[src/rtl/dmem_arb_pkg.sv]
// dmem_arb_pkg: shared types and constants for the data-memory arbiter.
// Holds the FSM state enum, the port-id type and the RISC-V funct3 codes
// used by loads and stores.
package dmem_arb_pkg;

  localparam int NUM_PORTS = 2;

  typedef enum logic [1:0] {
    IDLE   = 2'd0,
    ACCESS = 2'd1,
    RESP   = 2'd2
  } state_t;

  // Port 0 = core, port 1 = DMA/debug
  typedef logic port_id_t;

  localparam logic [2:0] LB  = 3'b000;
  localparam logic [2:0] LH  = 3'b001;
  localparam logic [2:0] LW  = 3'b010;
  localparam logic [2:0] LBU = 3'b100;
  localparam logic [2:0] LHU = 3'b101;
  localparam logic [2:0] SB  = 3'b000;
  localparam logic [2:0] SH  = 3'b001;
  localparam logic [2:0] SW  = 3'b010;

endpackage

[src/rtl/dmem_arbiter_if.sv]
// dmem_arbiter_if: bundles the two requester ports and the memory-stage
// connection of the arbiter. The master side is whoever drives requests and
// returns memory read data; the slave side is the arbiter itself.
interface dmem_arbiter_if #(
  parameter int N = 32
);
  // Requester side
  logic [1:0]   req;
  logic [1:0]   we;
  logic [N-1:0] addr0;
  logic [N-1:0] addr1;
  logic [N-1:0] wdata0;
  logic [N-1:0] wdata1;
  logic [2:0]   fn3_0;
  logic [2:0]   fn3_1;
  logic [1:0]   gnt;
  logic [1:0]   rvalid;
  logic [N-1:0] rdata;

  // Memory-stage side
  logic [N-1:0] alu_out;
  logic [N-1:0] data_in;
  logic         mem_read;
  logic         mem_write;
  logic [2:0]   fn3;
  logic [N-1:0] mem_out;

  modport master (
    output req, we, addr0, addr1, wdata0, wdata1, fn3_0, fn3_1, mem_out,
    input  gnt, rvalid, rdata, alu_out, data_in, mem_read, mem_write, fn3
  );

  modport slave (
    input  req, we, addr0, addr1, wdata0, wdata1, fn3_0, fn3_1, mem_out,
    output gnt, rvalid, rdata, alu_out, data_in, mem_read, mem_write, fn3
  );

endinterface

[src/rtl/dmem_arbiter_arb_pick.sv]
// arb_pick: two-port winner selection. A lone requester always wins; on
// contention the port that is NOT named by ptr wins. Feeding ptr with the
// last-granted port gives round-robin, tying it to 1 gives port-0 priority.
module arb_pick
  import dmem_arb_pkg::*;
(
  input  logic [1:0] req,
  input  port_id_t   ptr,
  output logic [1:0] grant
);

  for (genvar gi = 0; gi < NUM_PORTS; gi++) begin : g_pick
    assign grant[gi] = req[gi] & (~req[NUM_PORTS-1-gi] | (ptr != port_id_t'(gi)));
  end

endmodule

[src/rtl/dmem_arbiter.sv]
// dmem_arbiter: arbitrates two requesters onto one memory stage.
// Each transaction is grant (IDLE) -> one memory access cycle (ACCESS) ->
// one response cycle (RESP). Define DMEM_ARB_RR_EN for round-robin
// arbitration; without it port 0 has fixed priority.
module dmem_arbiter
  import dmem_arb_pkg::*;
#(
  parameter int N = 32
) (
  input  logic          clk,
  input  logic          rst_n,
  dmem_arbiter_if.slave bus
);

  state_t       state_reg, state_next;
  logic         we_reg;
  logic [N-1:0] addr_reg;
  logic [N-1:0] wdata_reg;
  logic [2:0]   fn3_reg;
  port_id_t     port_reg;
  logic [N-1:0] rdata_reg;
  logic [1:0]   pick;
  logic         grant_fire;
  port_id_t     ptr;

  assign grant_fire = (state_reg == IDLE) && (|pick);

`ifdef DMEM_ARB_RR_EN
  port_id_t ptr_reg;

  // Remember the last-granted port so the other one wins the next contention
  always_ff @(posedge clk or negedge rst_n) begin
    if (!rst_n)          ptr_reg <= 1'b0;
    else if (grant_fire) ptr_reg <= pick[1];
  end

  assign ptr = ptr_reg;
`else
  // Pretend port 1 was last served so port 0 always wins contention
  assign ptr = 1'b1;
`endif

  arb_pick u_arb_pick (
    .req  (bus.req),
    .ptr  (ptr),
    .grant(pick)
  );

  // FSM state register
  always_ff @(posedge clk or negedge rst_n) begin
    if (!rst_n) state_reg <= IDLE;
    else        state_reg <= state_next;
  end

  // Latch the winner's payload at grant; later payload changes are ignored
  always_ff @(posedge clk or negedge rst_n) begin
    if (!rst_n) begin
      we_reg    <= 1'b0;
      addr_reg  <= '0;
      wdata_reg <= '0;
      fn3_reg   <= '0;
      port_reg  <= 1'b0;
    end else if (grant_fire) begin
      port_reg  <= pick[1];
      we_reg    <= pick[1] ? bus.we[1] : bus.we[0];
      addr_reg  <= pick[1] ? bus.addr1  : bus.addr0;
      wdata_reg <= pick[1] ? bus.wdata1 : bus.wdata0;
      fn3_reg   <= pick[1] ? bus.fn3_1  : bus.fn3_0;
    end
  end

  // Capture load data during the access; stores respond with zero
  always_ff @(posedge clk or negedge rst_n) begin
    if (!rst_n)                    rdata_reg <= '0;
    else if (state_reg == ACCESS) rdata_reg <= we_reg ? '0 : bus.mem_out;
  end

  assign bus.rdata = rdata_reg;

  // Next-state and output decode; everything defaults to zero
  always_comb begin
    state_next    = state_reg;
    bus.gnt       = 2'b00;
    bus.rvalid    = 2'b00;
    bus.alu_out   = '0;
    bus.data_in   = '0;
    bus.fn3       = 3'b000;
    bus.mem_read  = 1'b0;
    bus.mem_write = 1'b0;
    case (state_reg)
      IDLE: begin
        // Grant is combinational, so mask it while reset is held
        bus.gnt = pick & {2{rst_n}};
        if (|pick) state_next = ACCESS;
      end
      ACCESS: begin
        bus.alu_out   = addr_reg;
        bus.data_in   = wdata_reg;
        bus.fn3       = fn3_reg;
        bus.mem_read  = ~we_reg;
        bus.mem_write = we_reg;
        state_next    = RESP;
      end
      RESP: begin
        bus.rvalid = 2'b01 << port_reg;
        state_next = IDLE;
      end
      default: state_next = IDLE;
    endcase
  end

endmodule

[src/flat_wrapper.sv]
// flat-port wrapper written by rule: the top's interface ports become plain ports
module dmem_arbiter_flat import dmem_arb_pkg::*;
#(
  parameter int N = 32
)
  (clk, rst_n, bus_req, bus_we, bus_addr0, bus_addr1, bus_wdata0, bus_wdata1, bus_fn3_0, bus_fn3_1, bus_mem_out, bus_gnt, bus_rvalid, bus_rdata, bus_alu_out, bus_data_in, bus_mem_read, bus_mem_write, bus_fn3);
  dmem_arbiter_if #(.N(N)) bus_i ();
  input  logic clk;
  input  logic rst_n;
  input wire logic [$bits(bus_i.req)-1:0] bus_req;
  input wire logic [$bits(bus_i.we)-1:0] bus_we;
  input wire logic [$bits(bus_i.addr0)-1:0] bus_addr0;
  input wire logic [$bits(bus_i.addr1)-1:0] bus_addr1;
  input wire logic [$bits(bus_i.wdata0)-1:0] bus_wdata0;
  input wire logic [$bits(bus_i.wdata1)-1:0] bus_wdata1;
  input wire logic [$bits(bus_i.fn3_0)-1:0] bus_fn3_0;
  input wire logic [$bits(bus_i.fn3_1)-1:0] bus_fn3_1;
  input wire logic [$bits(bus_i.mem_out)-1:0] bus_mem_out;
  output wire logic [$bits(bus_i.gnt)-1:0] bus_gnt;
  output wire logic [$bits(bus_i.rvalid)-1:0] bus_rvalid;
  output wire logic [$bits(bus_i.rdata)-1:0] bus_rdata;
  output wire logic [$bits(bus_i.alu_out)-1:0] bus_alu_out;
  output wire logic [$bits(bus_i.data_in)-1:0] bus_data_in;
  output wire logic [$bits(bus_i.mem_read)-1:0] bus_mem_read;
  output wire logic [$bits(bus_i.mem_write)-1:0] bus_mem_write;
  output wire logic [$bits(bus_i.fn3)-1:0] bus_fn3;
  assign bus_i.req = bus_req;
  assign bus_i.we = bus_we;
  assign bus_i.addr0 = bus_addr0;
  assign bus_i.addr1 = bus_addr1;
  assign bus_i.wdata0 = bus_wdata0;
  assign bus_i.wdata1 = bus_wdata1;
  assign bus_i.fn3_0 = bus_fn3_0;
  assign bus_i.fn3_1 = bus_fn3_1;
  assign bus_i.mem_out = bus_mem_out;
  assign bus_gnt = bus_i.gnt;
  assign bus_rvalid = bus_i.rvalid;
  assign bus_rdata = bus_i.rdata;
  assign bus_alu_out = bus_i.alu_out;
  assign bus_data_in = bus_i.data_in;
  assign bus_mem_read = bus_i.mem_read;
  assign bus_mem_write = bus_i.mem_write;
  assign bus_fn3 = bus_i.fn3;
  dmem_arbiter #(.N(N)) u_core (.clk(clk), .rst_n(rst_n), .bus(bus_i));
endmodule
[config.mk]
export PLATFORM = sky130hd
export DESIGN_NAME = dmem_arbiter_flat
export DESIGN_NICKNAME = d
export VERILOG_FILES = /design/src/rtl/dmem_arb_pkg.sv /design/src/rtl/dmem_arbiter_if.sv /design/src/rtl/dmem_arbiter_arb_pick.sv /design/src/rtl/dmem_arbiter.sv /design/src/flat_wrapper.sv
export SDC_FILE = /design/constraint.sdc
export NUM_CORES = 1
export LEC_CHECK = 0
export BUFFER_PORTS_ARGS = -buffer_cell sky130_fd_sc_hd__buf_2
export CORE_MARGIN = 4
export CORE_UTILIZATION = 41
export DETAILED_ROUTE_END_ITERATION = 8
export GPL_TIMING_DRIVEN = 0
export PLACE_DENSITY_LB_ADDON = 0.3
export RECOVER_POWER = 100
export SLEW_MARGIN = 20
export SYNTH_ARGS = -nofsm -noshare
export SYNTH_HDL_FRONTEND = slang
export SYNTH_SLANG_ARGS = --single-unit
[constraint.sdc]
create_clock -name clk -period 1.6 [get_ports clk]
set_input_delay 0.4 -clock clk [delete_from_list [all_inputs] [get_ports clk]]
set_output_delay 0.4 -clock clk [all_outputs]
set_load 0.1 [all_outputs]
Word level (Yosys, flattened, before mapping)
Index checks and enable logic that the tools add are counted.
{"block": "word_totals", "ff_bits": 103, "in_bits": 172}
{"block": "classes", "n_eq_ne": 3, "shift": 1, "n_mux": 14, "bitwise_logic": 4, "n_reduce_logical": 3}
{"cell": "2-to-1 mux 32 bit", "n": 5}
{"cell": "2-to-1 mux 2 bit", "n": 3}
{"cell": "2-to-1 mux 3 bit", "n": 2}
{"cell": "case mux 2 bit (2 select lines)", "n": 1}
{"cell": "2-to-1 mux 1 bit", "n": 3}
{"cell": "bitwise AND 2 bit", "n": 1}
{"cell": "== test 2 x 1 -> 1 bit (second input constant)", "n": 1}
{"cell": "== test 2 bit (second input constant)", "n": 1}
{"cell": "logical NOT 2 bit", "n": 1}
{"cell": "inequality test 2 bit (second input constant)", "n": 1}
{"cell": "inverter 1 bit", "n": 2}
{"cell": "OR reduction 2 bit", "n": 1}
{"cell": "left shift 1 x 1 -> 2 bit (first input constant)", "n": 1}
{"cell": "bitwise AND 1 bit", "n": 1}
{"cell": "logical AND 1 bit", "n": 1}

Logic depth before layout (Yosys ltp)
{"block": "logic_depth", "ltp_word": 5, "ltp_mapped": 7, "depth_no_buf": 4}

Cells and area by module
From an unflattened synthesis, not the netlist that was laid out.
{"block": "unflattened", "cells_unflattened": 452, "area_unflattened_um2": 5327.6}
{"module": "dmem_arbiter", "n_inst": 1, "cells_per_inst": 449, "area_each_um2": 5308.8, "seq_area_each_um2": 2577.5}
{"module": "arb_pick", "n_inst": 1, "cells_per_inst": 3, "area_each_um2": 18.8, "seq_area_each_um2": 0.0}

Worst setup path before layout
OpenSTA, ideal clock, no wires.
{"block": "synth_timing", "kind": "register -> output", "startpoint": "reg u_core.state_reg[0]", "endpoint": "out bus_rvalid[0]", "arrival_ns": 2.604, "t_required_ns": 1.200, "setup_slack_ns": -1.404, "path_stages_with_launch": 2, "n_path_buf": 0, "path_cell_list": "dfrtp_1 -> nor3b_1"}
{"block": "synth_between", "elab_chain_len": 2}
{"item": "start: declaration", "line_no": "dmem_arbiter.sv:15", "source": "state_t state_reg, state_next;"}
{"item": "start signal: assignment", "line_no": "dmem_arbiter.sv:52", "source": "else state_reg <= state_next;"}
{"item": "== test 2 bit", "line_no": "dmem_arbiter.sv:90", "source": "case (state_reg)"}
{"item": "2-to-1 mux 2 bit", "line_no": "dmem_arbiter.sv:90"}
{"item": "end: declaration", "line_no": "flat_wrapper.sv:20", "source": "output wire logic [$bits(bus_i.rvalid)-1:0] bus_rvalid;"}
Every way passes these cells.

Final worst setup path
{"block": "layout_timing", "startpoint": "reg u_core.state_reg[1]", "endpoint": "out bus_alu_out[9]"}
{"block": "layout_between", "elab_chain_len": 2}
{"item": "== test 2 x 1 -> 1 bit", "line_no": "dmem_arbiter.sv:90"}
{"item": "2-to-1 mux 32 bit", "line_no": "dmem_arbiter.sv:90"}
{"item": "end: declaration", "line_no": "flat_wrapper.sv:22", "source": "output wire logic [$bits(bus_i.alu_out)-1:0] bus_alu_out;"}
Every way passes these cells.

==> summary.txt <==
Crit path launch type -> flip-flop
CTS tree -> yes
Worst Hold Class -> input pin to asynchronous set/reset pin
CTS H-tree depth -> 3
Crit path DAT -> 1630 ps
Drt pass-1 iters -> 4
Relative slew margins -> 43.8%
Num ports -> 277
Die Y -> 122 µm
Port Buf Inserts -> 276
Crit Path Class -> flip-flop to primary output
Drc violations -> 0
Setup ws final -> -428 ps
Total Wirelength -> 19300 µm
Post-DR wirelength/cell -> 20.1 µm
Top cells by area in the synthesized netlist -> dfrtp_1, mux2_2, and2_1
CTS root buf -> clkbuf_16
CP Max Fanout -> 6
Area leader, netlist -> dfrtp_1
Floorplan row count -> 41
Share of layout cells above drive strength 1 -> 73.9%
Post-synth top cells -> mux2_2, dfrtp_1, and2_1, nand2_1, nand3b_1
Synth Register Bits -> 103
DP HPWL -> 11700 µm
Die width -> 122 µm
Vias in the first global route -> 5262
First-pass GRT wire length -> 28900 µm
Clock-pin slew on the worst setup and hold paths -> 70 ps
DR iter-0 viols -> 225
Status -> finished with violations
Post-Syn Instances -> 450
Core area -> 12700 µm²
Synthesized Nets -> 622
Finish-stage setup viols -> 141
Yosys Warn Count -> 0
CP endpoint -> bus_alu_out[9]
CTS buffer count -> 9
Post-route antenna net violation count -> 0
Initial antenna violation count -> 0
Routability congestion estimate -> 0.822
Distinct cells, synth -> 18
R2R cell count -> 8
Final slew viol count -> 0
Effective utilization at floorplan -> 42.2%
Post-synth EDFFs -> 0
Largest net degree at the start of global routing -> 47
Cell Area, Synth -> 5340 µm²
Setup crit start -> u_core.state_reg[1]$_DFFE_PN0P_
Max_cap viols -> 0
Gr usage total -> 25.5%
Post-Syn Area per Cell -> 11.9 µm²
Clock skew -> 10.5 ps
Via/cell ratio -> 4.89
Critical Path RT -> 1200 ps
RSZ-0062 raised after global routing -> yes
Clock sink count -> 103
Max Root-Sink Buffers -> 2
Fin area -> 9650 µm²
Post-synthesis sequential area ratio -> 48.2%
N_diodes -> 0
Worst r2r src -> u_core.state_reg[1]$_DFFE_PN0P_
Worst Tran Pin Value -> 842 ps
Final min period -> 2030 ps
Congestion Overflow GR -> 0
Fin. Hold Viols -> 43
Worst Setup End Kind -> primary output
Part of the cycle the worst path needs -> 127%
Area Growth Syn to Fin -> 80.5%
Achievable Freq -> 0.493 GHz
Async set or reset register ratio after synthesis -> 100%
Die ar. -> 14900 µm²
Final nets -> 951
Utilization after layout -> 76.1%
Worst r2r dst -> u_core.addr_reg[14]$_DFFE_PN0P_
Worst reg-to-reg setup slack -> -200 ps
Worst skew pair latency -> 340 ps
Primary FF master, synth -> dfrtp_1
Failing checks -> hold timing, setup timing
Top cell type's share of synthesized area -> 48.2%
DP Area -> 7150 µm²
DR vias -> 4674
WHS -> -69.4 ps
Count leader, synth -> mux2_2
==> metrics by stage <==
stage	hold WS, ps	worst slack, ps	instances	TNS [ps]
after floorplan	104	-303	450	-17620
after global placement	447	-1960	898	-166840
after detailed placement	351	-733	899	-60060
after CTS	-55.7	-439	951	-37560
after global routing	-45.0	-478	956	-44050
final	-69.4	-428	956	-36680
==> metal layers <==
| layer | wire [µm] | up-vias | GRT usage (%) |
|---|---|---|---|
| met4 | 505 | 0 | 8.89 |
| li1 | - | 2170 | - |
| met3 | 1090 | 37 | 4.64 |
| met2 | 10700 | 180 | 48.8 |
| met1 | 6960 | 2287 | 28.0 |
| met5 | 0 | - | 0 |
==> worst max-delay path: stages, from the launching register on <==
cell	delay [ps]
dfrtp_1	390
nand2b_4	180
inv_8	100
buf_12	140
clkbuf_16	150
and2_4	150
buf_12	170
==> worst min path at each step <==
stage	slack, ps	to	cells past startpoint	from
after global placement	450	u_core.bus.rdata[14]$_DFFE_PN0N_	2	u_core.bus.rdata[14]$_DFFE_PN0N_
after global routing	-50	u_core.addr_reg[8]$_DFFE_PN0P_	1	rst_n
final	-70	u_core.addr_reg[8]$_DFFE_PN0P_	1	rst_n
after floorplan	100	u_core.addr_reg[0]$_DFFE_PN0P_	0	rst_n
after CTS	-60	u_core.addr_reg[8]$_DFFE_PN0P_	1	rst_n
after detailed placement	350	u_core.addr_reg[8]$_DFFE_PN0P_	1	rst_n
==> placed cells by master (no fill, tap or decap) <==
cell type / synthesis / final
a21oi_1: 2 / 2
and3b_2: 0 / 1
buf_6: 5 / 16
and2_4: 0 / 68
nand2_1: 65 / 64
o21a_1: 1 / 1
clkbuf_8: 0 / 3
mux2_4: 18 / 74
clkbuf_16: 0 / 14
dfrtp_2: 0 / 1
clkinv_4: 0 / 2
buf_12: 0 / 78
buf_16: 0 / 10
mux2_2: 118 / 62
dfrtp_1: 103 / 102
nor2_4: 0 / 3
clkbuf_1: 15 / 4
nand3b_1: 32 / 32
inv_8: 0 / 1
nor3b_4: 0 / 1
clkbuf_2: 0 / 2
nand2_2: 0 / 1
inv_6: 0 / 1
buf_8: 0 / 14
nand2b_4: 1 / 2
buf_4: 0 / 14
and3_4: 0 / 1
clkinvlp_4: 0 / 2
buf_2: 14 / 208
==> cell families after synthesis <==
kind of cell / after synthesis / synth area share [%]
AO/OA/AOI/OAI: 3 / 0.328
buffers and inverters: 35 / 3.49
flip-flops: 103 / 48.2
multiplexers: 136 / 29.9
AND/OR/NAND/NOR: 173 / 18.0
==> final cells by class <==
cell class / count / area [µm²]
fillers: 776 / 3020
well taps: 172 / 215
flip-flops and latches: 103 / 2580
clock inverters: 5 / 41.3
clock buffers: 11 / 253
inverters: 1 / 11.3
repair buffers: 319 / 3130
multi-input cells: 312 / 3010
plain buffers: 33 / 409
==> timing repair <==
item                                    CTS  global route
pin swaps                                54             9
buffers inserted                         22             6
endpoints found under the hold margin    43            43
gates cloned                             15             1
gates resized for setup                 475            13
endpoints found under the setup margin  141           142
Power is left out: the tool's default activity adds up to more than one toggle a clock period on the data nets, which glitch-free logic cannot reach.
